<file path="src/rtl/pic_pc_sequencer.sv">
// pic_pc_sequencer: PIC16C57 Q1..Q4 cycle generator, program counter,
// two-level return stack and two-stage fetch/execute pipeline.
module pic_pc_sequencer #(
    parameter logic [10:0] RESET_VECTOR = 11'h7FF,
    parameter logic [11:0] NOP_WORD     = 12'h000
) (
    input  logic        clk,
    input  logic        rst_n,
    input  logic        run,
    input  logic [11:0] instr_in,
    output logic [10:0] pc_out,
    output logic [11:0] ir,
    output logic        exec_valid,
    output logic [1:0]  phase,
    input  logic [5:0]  operation,
    input  logic [8:0]  literal,
    input  logic [1:0]  pa,
    input  logic        alu_zero,
    input  logic        bit_val,
    input  logic        pcl_we,
    input  logic [7:0]  pcl_wdata,
    output logic        stack_ovf,
    output logic        stack_unf
);

    localparam logic [5:0] OP_DECFSZ = 6'd6;
    localparam logic [5:0] OP_INCFSZ = 6'd9;
    localparam logic [5:0] OP_BTFSC  = 6'd20;
    localparam logic [5:0] OP_BTFSS  = 6'd21;
    localparam logic [5:0] OP_CALL   = 6'd23;
    localparam logic [5:0] OP_RETLW  = 6'd24;
    localparam logic [5:0] OP_GOTO   = 6'd25;

    typedef enum logic [1:0] {
        Q1 = 2'd0,
        Q2 = 2'd1,
        Q3 = 2'd2,
        Q4 = 2'd3
    } phase_t;

    phase_t      r_phase;
    logic [10:0] r_pc;
    logic [11:0] r_ir;
    logic        r_exec_valid;
    logic [10:0] r_stk0;
    logic [10:0] r_stk1;
    logic [1:0]  r_depth;
    logic        r_ovf;
    logic        r_unf;

    logic        w_commit;
    logic        w_skip;
    logic [10:0] w_pc_inc;
    logic [10:0] w_next_pc;
    logic        w_flush;
    logic        w_push;
    logic        w_pop;

    assign w_commit = run && (r_phase == Q4);
    assign w_pc_inc = r_pc + 11'd1;

    assign w_skip = ((operation == OP_DECFSZ) && alu_zero)
                 || ((operation == OP_INCFSZ) && alu_zero)
                 || ((operation == OP_BTFSC)  && !bit_val)
                 || ((operation == OP_BTFSS)  && bit_val);

    // A flushed ir is a NOP: no branch, no stack, no skip.
    always_comb begin
        w_next_pc = w_pc_inc;
        w_flush   = 1'b0;
        w_push    = 1'b0;
        w_pop     = 1'b0;
        if (r_exec_valid) begin
            if (operation == OP_GOTO) begin
                w_next_pc = {pa, literal};
                w_flush   = 1'b1;
            end else if (operation == OP_CALL) begin
                w_next_pc = {pa, 1'b0, literal[7:0]};
                w_flush   = 1'b1;
                w_push    = 1'b1;
            end else if (operation == OP_RETLW) begin
                w_next_pc = r_stk0;
                w_flush   = 1'b1;
                w_pop     = 1'b1;
            end else if (pcl_we) begin
                w_next_pc = {pa, 1'b0, pcl_wdata};
                w_flush   = 1'b1;
            end else if (w_skip) begin
                w_flush   = 1'b1;
            end
        end
    end

    always_ff @(posedge clk or negedge rst_n) begin
        if (!rst_n) begin
            r_phase      <= Q1;
            r_pc         <= RESET_VECTOR;
            r_ir         <= NOP_WORD;
            r_exec_valid <= 1'b0;
            r_stk0       <= 11'd0;
            r_stk1       <= 11'd0;
            r_depth      <= 2'd0;
            r_ovf        <= 1'b0;
            r_unf        <= 1'b0;
        end else if (run) begin
            r_phase <= phase_t'(r_phase + 2'd1);
            if (w_commit) begin
                r_ir         <= instr_in;
                r_exec_valid <= !w_flush;
                r_pc         <= w_next_pc;
                if (w_push) begin
                    r_stk1 <= r_stk0;
                    r_stk0 <= r_pc;
                    if (r_depth == 2'd2) begin
                        r_ovf <= 1'b1;
                    end else begin
                        r_depth <= r_depth + 2'd1;
                    end
                end
                // Underflow still hands back stk0 as the return address.
                if (w_pop) begin
                    r_stk0 <= r_stk1;
                    if (r_depth == 2'd0) begin
                        r_unf <= 1'b1;
                    end else begin
                        r_depth <= r_depth - 2'd1;
                    end
                end
            end
        end
    end

    assign pc_out     = r_pc;
    assign ir         = r_ir;
    assign exec_valid = r_exec_valid;
    assign phase      = r_phase;
    assign stack_ovf  = r_ovf;
    assign stack_unf  = r_unf;

endmodule

</file>
<file path="config.mk">
export PLATFORM = sky130hd
export DESIGN_NAME = pic_pc_sequencer
export DESIGN_NICKNAME = d
export VERILOG_FILES = /design/src/rtl/pic_pc_sequencer.sv
export SDC_FILE = /design/constraint.sdc
export NUM_CORES = 1
export LEC_CHECK = 0
export ABC_CLOCK_PERIOD_IN_PS = 1850
export CORE_ASPECT_RATIO = 0.75
export CORE_MARGIN = 3
export CORE_UTILIZATION = 45
export DETAILED_ROUTE_END_ITERATION = 16
export GPL_ROUTABILITY_DRIVEN = 1
export PLACE_DENSITY_LB_ADDON = 0.1
export SLEW_MARGIN = 20
export SYNTH_ARGS = -nofsm -noshare
export SYNTH_HDL_FRONTEND = slang
export SYNTH_SLANG_ARGS = --single-unit
</file>
<file path="constraint.sdc">
create_clock -name clk -period 1.85 [get_ports clk]
set_input_delay 0.2775 -clock clk [delete_from_list [all_inputs] [get_ports clk]]
set_output_delay 0.2775 -clock clk [all_outputs]
set_load 0.05 [all_outputs]
</file>
==> key figures, run 1 <==
Run status
  • Outcome: complete, but fails checks
  • Failing checks: negative setup slack

STA
  • Final Max Slew Viols: 0
  • Max Fclk: 539 MHz
  • Setup TNS: -0.00528 ns
  • Tcrit/Tclk final: 100%
  • Final Skew: 0.0123 ns
  • Hold Vio Cnt, Final: 0
  • Final setup viols: 1
  • Max transition margin: 64.0%
  • Unrepaired setup endpoints after global routing: yes
  • Slew @ Worst Pin: 0.539 ns
  • Final worst setup slack: -0.00528 ns
  • Final min period: 1.86 ns

Yosys
  • Mapped Nets: 371
  • Async SR Flop Fraction: 100%
  • Mapped Area: 0.00289 sq mm
  • Synthesis-stage register bit count: 52
  • Synth Area per Inst: 8.97 sq um
  • Top_reg_cell synth: dfrtp_1
  • Register area share after synthesis: 45.5%
  • Cells after synthesis: 322
  • Yosys warns: 0
  • Synth cell types: 47
  • Post-synth EDFFs: 0

Floorplanning
  • Die W: 98.5 microns
  • Core ar.: 0.00601 sq mm
  • I/O pin total: 71
  • Initial Utilization: 48.1%
  • FP Rows: 24
  • Die H: 75.4 microns
  • Full die area: 0.00742 sq mm

Worst setup path
  • Reg-to-Reg Start: pc_out[0]
  • Critical Path Fanout Max: 2
  • Crit end category: register
  • Setup CP Type: reg -> reg
  • Critical Path Start Type: register
  • Worst Path Required: 2.09 ns
  • Crit path launch: pc_out[0]
  • Arrival @ worst endpoint: 2.09 ns

Run
  • Max Cap Viol: 0

Route
  • Post-Route WL: 9030 microns
  • Drt first pass iters: 4
  • Routed wire per std cell: 17.6 microns
  • DR vias/cell: 5.53
  • DRC: 0
  • Initial drt markers: 313
  • Final antenna-violating net count: 0
  • DR vias: 2,842

Cells and area
  • Fin util: 69.4%
  • Nets@finish: 484
  • Register area: 0.00133 sq mm
  • Fillers: 488
  • N_diodes: 0
  • Area of the multi-input gates: 0.00153 sq mm
  • P&R area growth vs syn: 44.4%
  • Share of cells above drive strength 1: 27.1%

Global routing
  • GR Util All Layers: 24.8%
  • Largest net degree at the start of global routing: 23
  • Total grt overflow: 0
  • First-pass GRT wire length: 14,600 microns
  • Vias in the first global route: 2,771
  • Initial antenna violation count: 0

Clocking
  • Clock Sinks: 52
  • CTS tree: yes
  • Num CTS Buffers: 5
  • Register clock-pin slew on the reported worst setup and hold paths: 0.10 ns
  • H-tree levels: 2
  • Clock latency on the worst-skew pair: 0.31 ns
  • CTS Root Cell: clkbuf_8
  • Max clock buf depth: 2

Power and ir drop
  • Worst VDD drop: 0.000656 V
  • Clock power share: 11.4%
  • Pint: 3.11 mW
  • Sequential Power Share: 33.7%
  • Sw Share: 46.5%
  • P per Cell Area: 1390 mW/mm^2
  • Design Power: 5.80 mW
  • Psw: 2.70 mW
  • Combinational cell fraction of total power: 54.9%
  • Leakage: 1.90 nW

Worst hold path
  • Hold Crit Class: in -> async

Placed design
  • PortBufs: 70
  • Pre-CTS setup slack: -0.437 ns
  • GP Congestion: 0.882
  • HPWL after DPL: 6640 microns
## metrics by stage
| stage | cells | cell area, sq um | hold WS [ns] |
|---|---|---|---|
| floorplan | 322 | 2900 | -0.0181 |
| global placement | 502 | 3970 | 0.289 |
| detailed placement | 502 | 3970 | 0.283 |
| CTS | 514 | 4130 | 0.477 |
| global route | 514 | 4170 | 0.494 |
| finish | 514 | 4170 | 0.470 |
## cells in the final DEF, fill, tap and decap left out, drive strengths merged, types with 5 or more instances in the layout
| cell | instances |
|---|---|
| o22ai | 5 |
| buf | 66 |
| a31oi | 13 |
| nor2 | 27 |
| nand3 | 8 |
| dfrtp | 41 |
| ha | 6 |
| o21ai | 13 |
| mux2 | 13 |
| a21oi | 21 |
| nand2 | 76 |
| dfstp | 11 |
| inv | 6 |
| clkbuf | 5 |
| nand3b | 7 |
| clkdlybuf4s50 | 51 |
| xnor2 | 5 |
## area by class of cell
cell class / instances / area share [%]
tap: 78 / 2.34
timing repair buffer: 122 / 26.5
inverter: 6 / 0.540
clock buffer: 5 / 1.65
multi-input combinational: 248 / 36.7
clock inverter: 3 / 0.450
sequential: 52 / 31.8
## worst max-delay path: stages (launching register included)
cell,delay [ns]
dfstp_4,0.64
ha_2,0.19
and3_4,0.20
and4_4,0.24
mux2_2,0.34
o22ai_2,0.13
a21oi_2,0.05
## flip-flops by register name, summed over array words and instances (netlist names), named ones only
name	count
r_stk1	11
pc_out	11
exec_valid	1
ir	12
stack_ovf	1
r_stk0	11
r_depth	1
phase	2
stack_unf	1
## cell families (layout without fill, tap and decap cells)
| logic type | after synthesis | in the layout | share of synthesized area (%) |
|---|---|---|---|
| flops | 52 | 52 | 45.5 |
| fa+ha+maj | 6 | 6 | 2.60 |
| simple gates | 140 | 140 | 22.3 |
| xor+xnor | 8 | 8 | 2.43 |
| mux | 16 | 16 | 6.11 |
| buf+inv | 22 | 136 | 3.42 |
| compound gates | 78 | 78 | 17.6 |
## layer usage
metal / share of wire, % / global-route usage [%] / vias up
li1: - / - / 1363
met1: 48 / 37.6 / 1357
met2: 44 / 38.2 / 112
met3: 7.0 / 4.39 / 10
met4: 0.81 / 3.79 / 0
met5: 0 / 0 / -
## path summary, 6_finish.rpt
| check | cells after the start | to | slack [ns] |
|---|---|---|---|
| worst max register to register | 6 | pc_out[10] | -0.005 |
| worst min register to register | 1 | stack_ovf | 0.47 |
| min in group clk | 1 | stack_ovf | 0.47 |
| worst min-delay path | 2 | phase[1] | 0.47 |
| worst max-delay path | 6 | pc_out[10] | -0.005 |
| max in group asynchronous | 3 | pc_out[10] | 0.67 |
## cells in the mapped netlist, types with 2 or more instances
| cell type | number | area (sq um) |
|---|---|---|
| nand2b_1 | 3 | 18.8 |
| mux2i_1 | 3 | 30.0 |
| a211o_1 | 2 | 17.5 |
| o31ai_1 | 2 | 15.0 |
| ha_1 | 6 | 75.1 |
| and3_1 | 3 | 18.8 |
| o22ai_1 | 5 | 31.3 |
| a211oi_1 | 2 | 15.0 |
| nor2_1 | 27 | 101 |
| nand3b_1 | 7 | 52.6 |
| xnor2_1 | 5 | 43.8 |
| a31oi_1 | 13 | 81.3 |
| dfrtp_1 | 41 | 1030 |
| dfstp_2 | 11 | 289 |
| a221o_1 | 3 | 30.0 |
| and2_1 | 2 | 12.5 |
| and4_1 | 2 | 17.5 |
| xor2_1 | 3 | 26.3 |
| o211ai_1 | 2 | 15.0 |
| a22oi_1 | 3 | 22.5 |
| a221oi_1 | 2 | 17.5 |
| a21oi_1 | 21 | 105 |
| inv_1 | 6 | 22.5 |
| clkbuf_1 | 8 | 30.0 |
| o21a_1 | 2 | 15.0 |
| o21ai_0 | 13 | 65.1 |
| nand3_1 | 8 | 40.0 |
| nor3_1 | 2 | 10.0 |
| nand2_1 | 76 | 285 |
| mux2_2 | 13 | 146 |
| a21o_1 | 3 | 22.5 |
| nor2b_1 | 2 | 12.5 |
| buf_2 | 7 | 35.0 |
## power by group through the flow
stage	sequential (mW)	clock [mW]	combinational, mW
3_5_place_dp	1.97	0	3.08
6_report	1.95	0.661	3.19
4_1_cts	1.94	0.674	3.14
2_1_floorplan	2.90	0	0.910
3_3_place_gp	1.95	0	3.04
5_1_grt	2.00	0.706	3.42
## repair_timing
| action | in CTS | in global routing |
|---|---|---|
| hold endpoints to repair | 14 | 0 |
| hold buffers | 1 | 0 |
| gates cloned | 1 | 0 |
| setup buffers | 2 | 0 |
| setup endpoints to repair | 22 | 22 |
| pin swaps | 1 | 7 |
| resized for setup | 10 | 10 |
Note: power is estimated with default switching activity, not from simulation.
==> run 2, diff against run 1 <==
--- a/config.mk
+++ b/config.mk
@@ -5,10 +5,11 @@
 export SDC_FILE = /design/constraint.sdc
 export NUM_CORES = 1
 export LEC_CHECK = 0
+export ABC_AREA = 1
 export ABC_CLOCK_PERIOD_IN_PS = 1850
 export CORE_ASPECT_RATIO = 0.75
 export CORE_MARGIN = 3
-export CORE_UTILIZATION = 45
+export CORE_UTILIZATION = 46
 export DETAILED_ROUTE_END_ITERATION = 16
 export GPL_ROUTABILITY_DRIVEN = 1
 export PLACE_DENSITY_LB_ADDON = 0.1
==> key figures, run 2 <==
STA
  • Final setup viols: 0 (was 1)
  • Final min period: 1.78 ns (was 1.86 ns)
  • Slew @ Worst Pin: 0.535 ns (was 0.539 ns)
  • Tcrit/Tclk final: 96.0% (was 100%)
  • Hold Vio Cnt, Final: 0 (unchanged)
  • Final Max Slew Viols: 0 (unchanged)
  • Final Skew: 0.00918 ns (was 0.0123 ns)
  • Final worst setup slack: 0.0738 ns (was -0.00528 ns)
  • Max Fclk: 563 MHz (was 539 MHz)
  • Unrepaired setup endpoints after global routing: no (was yes)
  • Max transition margin: 64.4% (was 64.0%)

Floorplanning
  • Core ar.: 0.00641 sq mm (was 0.00601 sq mm)
  • Initial Utilization: 48.5% (was 48.1%)
  • Die H: 77.2 microns (was 75.4 microns)
  • Full die area: 0.00779 sq mm (was 0.00742 sq mm)
  • FP Rows: 25 (was 24)
  • I/O pin total: 71 (unchanged)
  • Die W: 101 microns (was 98.5 microns)

Clocking
  • Clock Sinks: 52 (unchanged)
  • Num CTS Buffers: 5 (unchanged)
  • H-tree levels: 2 (unchanged)
  • CTS tree: yes (unchanged)
  • Clock latency on the worst-skew pair: 0.31 ns (about the same)
  • Max clock buf depth: 2 (unchanged)
  • Postcts setup bufs: 0 (was 2)
  • Register clock-pin slew on the reported worst setup and hold paths: 0.10 ns (about the same)
  • CTS Root Cell: clkbuf_8 (unchanged)

Global routing
  • First-pass GRT wire length: 13,800 microns (was 14,600 microns)
  • GR Util All Layers: 22.0% (was 24.8%)
  • Initial antenna violation count: 0 (unchanged)
  • Total grt overflow: 0 (unchanged)
  • Largest net degree at the start of global routing: 27 (was 23)
  • Vias in the first global route: 2,787 (was 2,771)

Worst setup path
  • Worst Path Required: 1.57 ns (was 2.09 ns)
  • Setup CP Type: reg -> out (was reg -> reg)
  • Crit-path leading delay family: buffers and inverters (was flip-flops)
  • Worst path max stage delay: 0.81 ns (was 0.64 ns)
  • Buf+Inv Stages, Crit Path: 1 (was 0)
  • R2R setup slack: 0.24 ns (was -0.005 ns)
  • Arrival @ worst endpoint: 1.50 ns (was 2.09 ns)
  • Slowest library cell on the worst path: clkdlybuf4s50_1 (was dfstp_4)
  • CP Cell Sequence: clkdlybuf4s50_1 (was ha_2 -> and3_4 -> and4_4 -> mux2_2 -> o22ai_2 -> a21oi_2)
  • Critical Path Fanout Max: 3 (was 2)
  • Register-to-Register Path Depth: 11 (was 6)
  • Critical path depth: 1 (was 6)
  • Crit end category: primary output (was register)
  • Critical Path Start Type: register (unchanged)

Yosys
  • Synth cell types: 34 (was 47)
  • Mapped Nets: 473 (was 371)
  • Top-count cell post-synth: nand2_1 (unchanged)
  • Top-area cell type share of the netlist area: 33.0% (was 35.5%)
  • Register area share after synthesis: 42.3% (was 45.5%)
  • Synth Area per Inst: 7.33 sq um (was 8.97 sq um)
  • Mapped Area: 0.00311 sq mm (was 0.00289 sq mm)
  • Yosys warns: 0 (unchanged)
  • Ranking of synthesized cells by area: dfrtp_1 (33%), nand2_1 (21%), dfstp_2 (9.3%) (was dfrtp_1 (36%), dfstp_2 (10%), nand2_1 (9.9%))
  • Async SR Flop Fraction: 100% (unchanged)
  • Synthesis-stage register bit count: 52 (unchanged)
  • Cells after synthesis: 424 (was 322)
  • Post-synth EDFFs: 0 (unchanged)
  • Top_reg_cell synth: dfrtp_1 (unchanged)
  • Cell taking the most area after synthesis: dfrtp_1 (unchanged)
  • Post-synth top cells: nand2_1 (175), dfrtp_1 (41), inv_1 (40), a21oi_1 (24), nor2_1 (24) (was nand2_1 (76), dfrtp_1 (41), nor2_1 (27), a21oi_1 (21))

Placed design
  • Pre-CTS setup slack: -0.0325 ns (was -0.437 ns)
  • GP Congestion: 0.911 (was 0.882)
  • PortBufs: 70 (unchanged)
  • Cell Area, Placed: 0.00404 sq mm (was 0.00397 sq mm)
  • HPWL after DPL: 6120 microns (was 6640 microns)
  • Placed cell count: 584 (was 502)

Cells and area
  • P&R area growth vs syn: 33.4% (was 44.4%)
  • Finished Layout Cells: 593 (was 514)
  • Fin util: 64.7% (was 69.4%)
  • Highest-count cells in the layout ignoring fill and taps: nand2_1 (175), clkdlybuf4s50_1 (55), dfrtp_1 (41) (was nand2_1 (76), buf_4 (60), clkdlybuf4s50_1 (51))
  • Post-route cell area: 0.00415 sq mm (was 0.00417 sq mm)
  • Max reg flops: 12 (unchanged)
  • Share of cells above drive strength 1: 16.4% (was 27.1%)
  • Nets@finish: 560 (was 484)
  • N_diodes: 0 (unchanged)
  • Most common cell after layout, fill and taps aside: nand2_1 (unchanged)

Power and ir drop
  • Leakage: 2.11 nW (was 1.90 nW)
  • P per Cell Area: 1390 mW/mm^2 (about the same)
  • Worst VDD drop: 0.00100 V (was 0.000656 V)
  • Design Power: 5.78 mW (was 5.80 mW)

Run
  • Max Cap Viol: 0 (unchanged)

Route
  • DR vias/cell: 4.96 (was 5.53)
  • Drt first pass iters: 5 (was 4)
  • Initial drt markers: 180 (was 313)
  • DR vias: 2,941 (was 2,842)
  • Post-Route WL: 8010 microns (was 9030 microns)
  • Routed wire per std cell: 13.5 microns (was 17.6 microns)
  • Final antenna-violating net count: 0 (unchanged)
  • DRC: 0 (unchanged)

Worst hold path
  • Hold Crit Class: in -> async (unchanged)

Run status
  • Outcome: complete, no violations (was complete, but fails checks)
## run 2: what timing repair did
item,CTS,global route
endpoints found under the setup margin,0,2
hold buffers,1,0
resized for setup,0,2
endpoints found under the hold margin,12,0
## run 2: area by class of cell
| class | instances | area (sq um) |
|---|---|---|
| Clock buffer | 5 | 68.8 |
| Timing Repair Buffer | 96 | 938 |
| Sequential cell | 52 | 1320 |
| Clock inverter | 3 | 25.0 |
| Inverter | 44 | 168 |
| Fill cell | 575 | 2260 |
| Tap cell | 81 | 101 |
| Multi-Input combinational cell | 312 | 1530 |
## run 2: power by group
| part | leakage (nW) | switching [mW] | total [mW] | internal, mW |
|---|---|---|---|---|
| logic | 1.43 | 2.04 | 3.10 | 1.06 |
| registers | 0.630 | 0.355 | 1.99 | 1.63 |
| clock network | 0.0452 | 0.422 | 0.700 | 0.277 |
## run 2: worst paths after layout
check / start / endpoint
hold reg to reg: stack_ovf / stack_ovf
min in group clk: stack_ovf / stack_ovf
max in group asynchronous: rst_n / pc_out[4]
hold / removal: rst_n / r_depth[0]
setup / recovery: phase[1] / phase[1]
setup reg to reg: pc_out[1] / pc_out[10]
## run 2: metrics by stage
step,setup TNS (ns),hold slack (ns)
floorplan,0,-0.0181
global placement,0,0.276
detailed placement,-0.0665,0.278
CTS,0,0.480
global route,0,0.484
finish,0,0.471
## run 2: per-layer routing
metal | global-route usage, % | routed length (microns) | part of all wire, %
met1 | 34.2 | 4050 | 51
met2 | 32.3 | 3510 | 44
met3 | 3.82 | 401 | 5.0
met4 | 3.98 | 44 | 0.55
met5 | 0 | 0 | 0
## run 2: kinds of logic (layout without fill, tap and decap cells)
logic type | Yosys count | in the layout | synth area share (%)
flops | 52 | 52 | 42.3
simple gates | 233 | 233 | 32.1
buf+inv | 60 | 148 | 8.53
fa+ha+maj | 6 | 6 | 2.41
xor+xnor | 4 | 4 | 1.13
mux | 1 | 1 | 0.362
compound gates | 68 | 68 | 13.2
==> run 3, diff against run 2 <==
--- a/config.mk
+++ b/config.mk
@@ -10,6 +10,7 @@
 export CORE_ASPECT_RATIO = 0.75
 export CORE_MARGIN = 3
 export CORE_UTILIZATION = 46
+export CTS_CLUSTER_DIAMETER = 60
 export DETAILED_ROUTE_END_ITERATION = 16
 export GPL_ROUTABILITY_DRIVEN = 1
 export PLACE_DENSITY_LB_ADDON = 0.1
==> results of run 3 <==
Same layout as run 2: the final DEF is identical, and so are final timing and power.
==> RTL change (settings of run 2) <==
`RESET_VECTOR`: 11'h7FF -> 11'h3FF.
--- a/src/rtl/pic_pc_sequencer.sv
+++ b/src/rtl/pic_pc_sequencer.sv
@@ -2,5 +2,5 @@
 // two-level return stack and two-stage fetch/execute pipeline.
 module pic_pc_sequencer #(
-    parameter logic [10:0] RESET_VECTOR = 11'h7FF,
+    parameter logic [10:0] RESET_VECTOR = 11'h3FF,
     parameter logic [11:0] NOP_WORD     = 12'h000
 ) (
Formal check against the unedited RTL: not equivalent (a bounded check fails within 4 cycles, from zero or initial values and one cycle with rst_n low).
==> RTL change against run 2 <==
- maximum frequency up 0.55%
- routed wire length up 4.8%
- global-route usage up 0.83 points
- setup slack better by 0.0097 ns
- sequential cell count unchanged
- sequential share of layout area up 0.19 points
- final area down 0.69%
- synthesized area about the same
- critical endpoint unchanged
- power up 2.5%
- synthesized cell count unchanged
- critical path depth unchanged
==> RTL change: results <==
group,metric,value,unit
outcome,status,"finished clean",
critical_path,crit_arrival,1.49,ns
layout,largest_register_ffs,12,
clock_tree,path_clk_slew,0.10,ns
pwr,p_leak,2.11,nW
yosys,synthTopCellsByArea,"dfrtp_1, nand2_1, dfstp_2, inv_1, a21oi_1",
pwr,p_clk,0.000803,W
clock_tree,postCtsSetupRepairBufs,0,
yosys,ys_seq_area_frac,0.423,
min_path,hold_path.class,"in2async",
place,dp.cells,583,
pwr,vdd_drop_max,0.881,mV
grt,grt_pass1_vias,2945,
clock_tree,cts_buffers,5,
route,via_count,3025,
yosys,synth_top_area_cell,"dfrtp_1",
route,drt-initial-drc-count,192,
route,dr.pass1.iters,5,
pwr,powerDensity,1440,nW/um^2
yosys,yosys_warnings,0,
yosys,async_flop_share,1.00,
yosys,synth_cells,424,
critical_path,cp_top_family,"buffers and inverters",
critical_path,cp_max_fo,3,
place,place_ws,-0.108,ns
sta,fin_skew,0.00862,ns
route,routedWlPerCell,14.2,um
clock_tree,clk_latency,0.31,ns
pwr,p_comb,0.00313,W
critical_path,timing.critical_path.slowest_cell_delay,0.81,ns
layout,drive_above_1_share,0.159,
clock_tree,h-tree-depth,2,
grt,grt_pass1_wl,14300,um
yosys,synth_nets,473,
sta,slew_headroom,0.662,
yosys,synthTopCellsByCount,"nand2_1, dfrtp_1, inv_1",
clock_tree,clockBufferDepth,2,
route,drt-total-wl,8390,um
yosys,yosys.cell_types.count,34,
layout,nets,559,
place,dp_hpwl,6310,um
pwr,power_switching,0.00282,W
place,io_buffers,70,
place,place_congestion,0.908,
clock_tree,cts-root-buf,"clkbuf_8",
critical_path,reg2reg_depth,10,
grt,grt_usage,0.229,
place,dpl_cell_area,3990,um^2
layout,n_antenna_cell,0,
grt,grt_max_degree,27,
critical_path,cp_slowest_cell,"clkdlybuf4s50_1",
grt,grt_antenna_before_repair,0,
RTL change: path summary, 6_finish.rpt:
| kind | from | endpoint | slack [ns] |
|---|---|---|---|
| min | rst_n | r_stk1[1] | 0.40 |
| min reg2reg | stack_ovf | stack_ovf | 0.48 |
| max reg2reg | pc_out[0] | pc_out[10] | 0.14 |
| max in group asynchronous | rst_n | pc_out[3] | 0.87 |
| min in group clk | stack_ovf | stack_ovf | 0.48 |
| max | phase[1] | phase[1] | 0.08 |
RTL change: kinds of logic (layout without fill, tap and decap cells):
logic type	Yosys count	after routing	share of synthesized area
DFF	52	52	0.423
xor gates and xnor gates	4	4	0.0113
adders and majority gates	6	6	0.0242
muxes	1	1	0.00362
buffers and inverters	60	147	0.0853
and+or+nand+nor	233	233	0.321
AOI/OAI and AO/OA	68	68	0.132
RTL change: metal layers:
metal | share of wire | wire [um] | track usage | up-vias
met1 | 0.47 | 3960 | 0.342 | 1396
met4 | 0.0081 | 68 | 0.0465 | 0
met5 | 0 | 0 | 0 | -
li1 | - | - | - | 1506
met2 | 0.44 | 3660 | 0.332 | 114
met3 | 0.084 | 708 | 0.0600 | 9
RTL change: final cells by class:
| class | count | area (um^2) |
|---|---|---|
| Fill cell | 562 | 2290 |
| Multi-Input combinational cell | 312 | 1530 |
| Sequential cell | 52 | 1310 |
| Timing Repair Buffer | 95 | 893 |
| Inverter | 44 | 168 |
| Tap cell | 81 | 101 |
| Clock buffer | 6 | 72.6 |
| Clock inverter | 2 | 38.8 |
RTL change: timing repair:
item                                   in CTS  in global routing
setup endpoints to repair                   0                  3
endpoints found under the hold margin      12                  0
hold buffers                                1                  0
gates resized for setup                     0                  2
